### src/rtl/can_rx_apb_pkg.sv
// Shared types and constants for the CAN receive APB register block.
// Latency: n/a (declarations only).
// Backpressure: n/a.
package can_pkg;

    // Register byte offsets within the 32-byte window
    localparam logic [4:0] ADDR_RXHI = 5'h00;
    localparam logic [4:0] ADDR_RXLO = 5'h04;
    localparam logic [4:0] ADDR_CFG  = 5'h08;
    localparam logic [4:0] ADDR_RXID = 5'h0C;
    localparam logic [4:0] ADDR_STAT = 5'h10;

    // Value driven on PRDATA whenever no read access phase is in progress
    localparam logic [31:0] IDLE_RDATA = 32'h1213_1415;

    // Writable bits of CFG; reserved bits always read back as zero
    localparam logic [31:0] CFG_MASK = 32'hFFFF_F001;

    typedef struct packed {
        logic [7:0]  quantaDiv;
        logic [5:0]  propQuanta;
        logic [5:0]  seg1Quanta;
        logic [10:0] rsvd;
        logic        rx_enable;
    } cfgT;

    typedef struct packed {
        logic [28:0] id;
        logic        format;
        logic [1:0]  frameType;
        logic [3:0]  datalen;
        logic [63:0] data;
    } rxFrameT;

endpackage

### src/rtl/can_rx_fifo.sv
// Frame FIFO holding completed receive frames until software pops them.
// Latency: push visible at head one cycle later; head is a combinational read of storage.
// Backpressure: none upstream; a push into a full FIFO without a pop is dropped and flagged.
module can_rx_fifo
    import can_pkg::*;
#(
    parameter int DEPTH = 4,
    localparam int CW = $clog2(DEPTH) + 1,
    localparam int AW = $clog2(DEPTH)
) (
    input  logic          clk,
    input  logic          rst,
    input  logic          push,
    input  logic          pop,
    input  rxFrameT       wdat,
    output rxFrameT       head,
    output logic [CW-1:0] count,
    output logic          full,
    output logic          empty,
    output logic          drop
);

    rxFrameT       mem [DEPTH];
    logic [AW-1:0] wr_ptr;
    logic [AW-1:0] rd_ptr;
    logic          push_ok;
    logic          pop_ok;

    // A pop on an empty FIFO is ignored; a push into a full FIFO only lands if a pop frees a slot
    assign full    = (count == CW'(DEPTH));
    assign empty   = (count == '0);
    assign pop_ok  = pop & ~empty;
    assign push_ok = push & (~full | pop_ok);
    assign drop    = push & full & ~pop_ok;
    assign head    = empty ? '0 : mem[rd_ptr];

    // Frame storage; contents are don't-care after reset
    always_ff @(posedge clk) begin
        if (push_ok) mem[wr_ptr] <= wdat;
    end

    // Pointers wrap naturally at DEPTH since DEPTH is a power of two
    always_ff @(posedge clk or posedge rst) begin
        if (rst) begin
            wr_ptr <= '0;
            rd_ptr <= '0;
            count  <= '0;
        end else begin
            if (push_ok) wr_ptr <= wr_ptr + AW'(1);
            if (pop_ok)  rd_ptr <= rd_ptr + AW'(1);
            case ({push_ok, pop_ok})
                2'b10:   count <= count + CW'(1);
                2'b01:   count <= count - CW'(1);
                default: count <= count;
            endcase
        end
    end

endmodule

### src/rtl/can_rx_apb.sv
// APB register block for the CAN receiver: bit-timing config, frame FIFO readout, irq.
// Latency: reads combinational, writes on the access-phase edge, irq one cycle behind status.
// Backpressure: none; frames arriving when the FIFO is full are dropped and overflow is set.
module can_rx_apb
    import can_pkg::*;
#(
    parameter int DEPTH = 4,
    localparam int CW = $clog2(DEPTH) + 1
) (
    input  logic        PCLK,
    input  logic        PRESET,
    input  logic        PSEL,
    input  logic        PENABLE,
    input  logic        PWRITE,
    input  logic [4:0]  PADDR,
    input  logic [31:0] PWDATA,
    output logic [31:0] PRDATA,
    input  logic        rx_valid,
    input  logic        rx_crcerr,
    input  logic [28:0] rx_id,
    input  logic        rx_format,
    input  logic [1:0]  rx_frameType,
    input  logic [3:0]  rx_datalen,
    input  logic [63:0] rx_data,
    output logic [7:0]  quantaDiv,
    output logic [5:0]  propQuanta,
    output logic [5:0]  seg1Quanta,
    output logic        rx_enable,
    output logic        irq
);

    cfgT           cfg;
    logic          overflow;
    logic [7:0]    errcnt;
    rxFrameT       wframe;
    rxFrameT       head;
    logic [CW-1:0] count;
    logic [4:0]    count5;
    logic          full;
    logic          empty;
    logic          drop;
    logic          wr_en;
    logic          rd_en;
    logic          stat_wr;
    logic          pop;
    logic          rx_push;
    logic          rx_err;
    logic [31:0]   rdata;

    assign wr_en   = PSEL & PENABLE & PWRITE;
    assign rd_en   = PSEL & PENABLE & ~PWRITE;
    assign stat_wr = wr_en & (PADDR == ADDR_STAT);
    assign pop     = stat_wr & PWDATA[0];
    assign rx_push = rx_valid & cfg.rx_enable & ~rx_crcerr;
    assign rx_err  = rx_valid & cfg.rx_enable & rx_crcerr;
    assign wframe  = '{id: rx_id, format: rx_format, frameType: rx_frameType,
                       datalen: rx_datalen, data: rx_data};
    assign count5  = 5'(count);

    assign quantaDiv  = cfg.quantaDiv;
    assign propQuanta = cfg.propQuanta;
    assign seg1Quanta = cfg.seg1Quanta;
    assign rx_enable  = cfg.rx_enable;

    can_rx_fifo #(.DEPTH(DEPTH)) u_fifo (
        .clk   (PCLK),
        .rst   (PRESET),
        .push  (rx_push),
        .pop   (pop),
        .wdat  (wframe),
        .head  (head),
        .count (count),
        .full  (full),
        .empty (empty),
        .drop  (drop)
    );

    // CFG register; reserved bits are masked off on write
    always_ff @(posedge PCLK or posedge PRESET) begin
        if (PRESET)
            cfg <= '0;
        else if (wr_en && (PADDR == ADDR_CFG))
            cfg <= cfgT'(PWDATA & CFG_MASK);
    end

    // Sticky overflow and saturating CRC-error counter; a new overflow beats a clear, an errcnt clear beats an increment
    always_ff @(posedge PCLK or posedge PRESET) begin
        if (PRESET) begin
            overflow <= 1'b0;
            errcnt   <= '0;
        end else begin
            if (drop)
                overflow <= 1'b1;
            else if (stat_wr && PWDATA[2])
                overflow <= 1'b0;
            if (stat_wr && PWDATA[8])
                errcnt <= '0;
            else if (rx_err && (errcnt != 8'hFF))
                errcnt <= errcnt + 8'd1;
        end
    end

    // Interrupt registered from current status, so it trails the status bits by one cycle
    always_ff @(posedge PCLK or posedge PRESET) begin
        if (PRESET) irq <= 1'b0;
        else        irq <= cfg.rx_enable & (~empty | overflow);
    end

    // Register read decode; unmapped offsets read zero
    always_comb begin
        rdata = '0;
        case (PADDR)
            ADDR_RXHI: rdata = head.data[63:32];
            ADDR_RXLO: rdata = head.data[31:0];
            ADDR_CFG:  rdata = cfg;
            ADDR_RXID: rdata = {head.id, 3'b000};
            ADDR_STAT: rdata = {head.datalen, head.format, head.frameType, 9'b0,
                                errcnt, count5, overflow, full, ~empty};
            default:   rdata = '0;
        endcase
    end

    assign PRDATA = rd_en ? rdata : IDLE_RDATA;

endmodule

### config.mk
export PLATFORM = sky130hd
export DESIGN_NAME = can_rx_apb
export DESIGN_NICKNAME = d
export VERILOG_FILES = /design/src/rtl/can_rx_apb_pkg.sv /design/src/rtl/can_rx_fifo.sv /design/src/rtl/can_rx_apb.sv
export SDC_FILE = /design/constraint.sdc
export NUM_CORES = 1
export LEC_CHECK = 0
export ABC_AREA = 1
export CAP_MARGIN = 20
export CORE_UTILIZATION = 35
export CTS_CLUSTER_DIAMETER = 200
export CTS_CLUSTER_SIZE = 25
export DETAILED_ROUTE_END_ITERATION = 12
export PLACE_DENSITY = 0.61
export SLEW_MARGIN = 10
export SYNTH_ARGS = -nofsm -noshare
export SYNTH_HDL_FRONTEND = slang
export SYNTH_SLANG_ARGS = --single-unit
### constraint.sdc
create_clock -name PCLK -period 14.8 [get_ports PCLK]
set_input_delay 1.48 -clock PCLK [delete_from_list [all_inputs] [get_ports PCLK]]
set_output_delay 1.48 -clock PCLK [all_outputs]
set_load 0.005 [all_outputs]
==> results.cfg <==
[status]
outcome = finished, final reports clean

[cells_and_area]
fin_nets = 1725
fillCellCount = 4700
drive_above_1_share_pct = 5.49
regArea_mm2 = 0.0130
utilization_pct = 41.6
final_common_cell = edfxtp_1
final_cell_mix = edfxtp_1, nor2_1, o21ai_0, clkdlybuf4s50_1, nand2_1
area_growth_pct = 17.3
multiInputGateArea_mm2 = 0.00428

[sta]
slew_viol_final = 0
hold_violations = 0
rsz0062_at_grt = no
setup_tns_ns = 0
min_period_ns = 6.09
fmax_mhz = 164
finalCritPeriodShare_pct = 41.2
tightestPinTransition_ns = 1.05
setup_viol = 0
slew_headroom_pct = 30.1
skew_ns = 0.0319

[power_and_ir_drop]
ir_worst_vdd_mv = 0.0704
p_sw_share_pct = 25.0
clkPwrFrac_pct = 27.4
finalPower_uw = 2350
p_per_area_mw_per_mm2 = 112
pwr-share-comb_pct = 12.7
seq_power_share_pct = 59.9
internal_power_uw = 1760
power.switching_uw = 588
leakagePower_uw = 0.00691

[drt]
finalWirelength_um = 48700
route.detailed.drc = 0
dr.pass1.iters = 5
drtIter0Drc = 969
antenna_left = 0
wl_per_cell_um = 21.5
vias = 11700
via_per_inst = 5.19

[logic_synthesis]
yosysSeqAreaShare_pct = 72.6
syn-cell-area_mm2 = 0.0178
yosys.area.top_type = edfxtp_1
syn_area_per_cell_um2 = 12.5
synthTopCellsByArea = edfxtp_1, o21ai_0, dfrtp_1, nor2_1, nand2_1
synth_cell_types = 36
synth_nets = 1577
ys_warn_count = 0
synth_largest_type_area_fraction_pct = 67.3
netlist_instances = 1427
synth-seq-cells = 438

[worst_setup_path]
critPathKind = in2out
crit_slowest_cell = nor3_4
worstReg2RegEnd = u_fifo.mem[3][59]
cp_max_fo = 16
cp-end-kind = output pin
r2r_slack_ns = 11.68
worst_ep_arrival_time_ns = 4.61
cp_slowest_stage_delay_ns = 0.82
startpoint_type = input pin
cp_data_required_time_ns = 13.32
rr_worst_depth = 9
crit-reg2reg-launch = u_fifo.count[0]
crit_top_cell = nand2_1
path_cells = clkdlybuf4s50_1 -> nand2_1 -> nor3_4 -> buf_4 -> nand2_1 -> nand3_1 -> nand2_1 -> o31ai_1 -> clkdlybuf4s50_1

[grt]
antenna_found_initial = 14
grt_start_max_net_pins = 114
grt_pass1_vias = 11000
grt_overflow_total = 0
grt_usage_pct = 18.4
grt_pass1_wl_um = 71800

[placed_design]
post-dp-hpwl_um = 29700
place.gp.congestion = 0.824
portBuffers = 188

[min_path]
hp-class = reg2reg
hold_end = u_fifo.count[0]
hold_depth = 1
worstHoldStart = u_fifo.count[0]

[clock_network]
cts_resized = 0
cts_inserted_buffers = 21
clock_tree.root_cell = clkbuf_16
clock_latency_ns = 0.55
cts_tree = built
clock_sinks = 438
hold_buffers = 0
htree_levels = 1
clkTransAtPathRegs_ns = 0.10
cts_setup_buffers = 0
cts_buffer_depth = 3

[die]
rows = 82
core-area_mm2 = 0.0503
ioPinCount = 198
design.die.area_mm2 = 0.0519
die_w_um = 228
start_util_pct = 35.5
die_y_um = 228

[run]
maxCapViolations = 0
-- layer usage --
layer	track usage, %	share of wire (%)
met1	25.3	44
met3	3.33	6.8
met5	0	0.30
met2	30.3	48
met4	4.14	1.5
-- cells in the mapped netlist (all sizes together) --
| master | count |
|---|---|
| edfxtp | 400 |
| nor2 | 245 |
| o21ai | 223 |
| nand2 | 168 |
| o22ai | 89 |
| nand3 | 61 |
| inv | 51 |
| buf | 49 |
| dfrtp | 38 |
| clkbuf | 35 |
| a21oi | 12 |
| mux2 | 12 |
| o31ai | 10 |
| xor2 | 9 |
| nand4 | 8 |
| nor3 | 6 |
| ha | 5 |
| o211ai | 3 |
| a31oi | 1 |
| a32o | 1 |
| fa | 1 |
-- power by group through the flow --
stage | Clock (uW) | Sequential (uW) | Combinational [uW]
finish | 644 | 1410 | 298
floorplan | 0 | 1430 | 179
global placement | 0 | 1440 | 289
global route | 694 | 1410 | 329
CTS | 658 | 1410 | 299
detailed placement | 0 | 1440 | 298
-- metrics by stage --
stage	area, um^2	setup WS [ns]	cells	hold WS [ns]
4_1_cts	20900	8.71	2257	0.515
3_5_place_dp	20300	8.73	2223	0.501
3_3_place_gp	20300	8.72	2223	0.485
5_1_grt	20900	8.49	2258	0.555
6_report	20900	8.71	2259	0.525
2_1_floorplan	17800	7.84	1427	0.464
-- state kept, by name, indices dropped and copies added (netlist names) --
| signal | count |
|---|---|
| u_fifo.wr_ptr | 2 |
| u_fifo.count | 3 |
| quantaDiv | 8 |
| seg1Quanta | 6 |
| u_fifo.mem | 400 |
| propQuanta | 6 |
| u_fifo.rd_ptr | 2 |
| overflow | 1 |
| rx_enable | 1 |
| irq | 1 |
| errcnt | 8 |
-- area by class of cell --
| cell class | instances | share of cell area, % |
|---|---|---|
| Inverter | 51 | 0.950 |
| Clock buffer | 33 | 2.73 |
| Multi-Input combinational cell | 854 | 20.5 |
| Timing Repair Buffer | 209 | 9.80 |
| Sequential cell | 438 | 62.0 |
| Antenna cell | 1 | 0.0120 |
| Clock inverter | 1 | 0.0777 |
| Tap cell | 672 | 4.02 |
-- worst max-delay path by stage --
stage          slack, ns  cells after the start                to              from
4_1_cts             8.71                     11        PRDATA[29]              PSEL
3_3_place_gp        8.72                     11        PRDATA[29]              PSEL
6_report            8.71                      9         PRDATA[3]          PADDR[3]
3_5_place_dp        8.73                     11        PRDATA[29]              PSEL
5_1_grt             8.49                      9         PRDATA[3]  u_fifo.rd_ptr[0]
2_1_floorplan       7.84                      7  u_fifo.mem[0][0]          PADDR[1]
-- cell families after synthesis --
logic type,synth area share [%]
buffers and inverters,3.60
multiplexers,1.01
adder cells (fa/ha/maj),0.463
flip-flops,72.6
AO/OA/AOI/OAI,10.4
AND/OR/NAND/NOR,11.5
XOR/XNOR,0.442
-- critical path: cells and delay by family --
family | cells | cell delay [ns]
buf+inv | 3 | 1.69
simple gates | 5 | 1.21
compound gates | 1 | 0.22
Note: power is estimated with default switching activity, not from simulation.
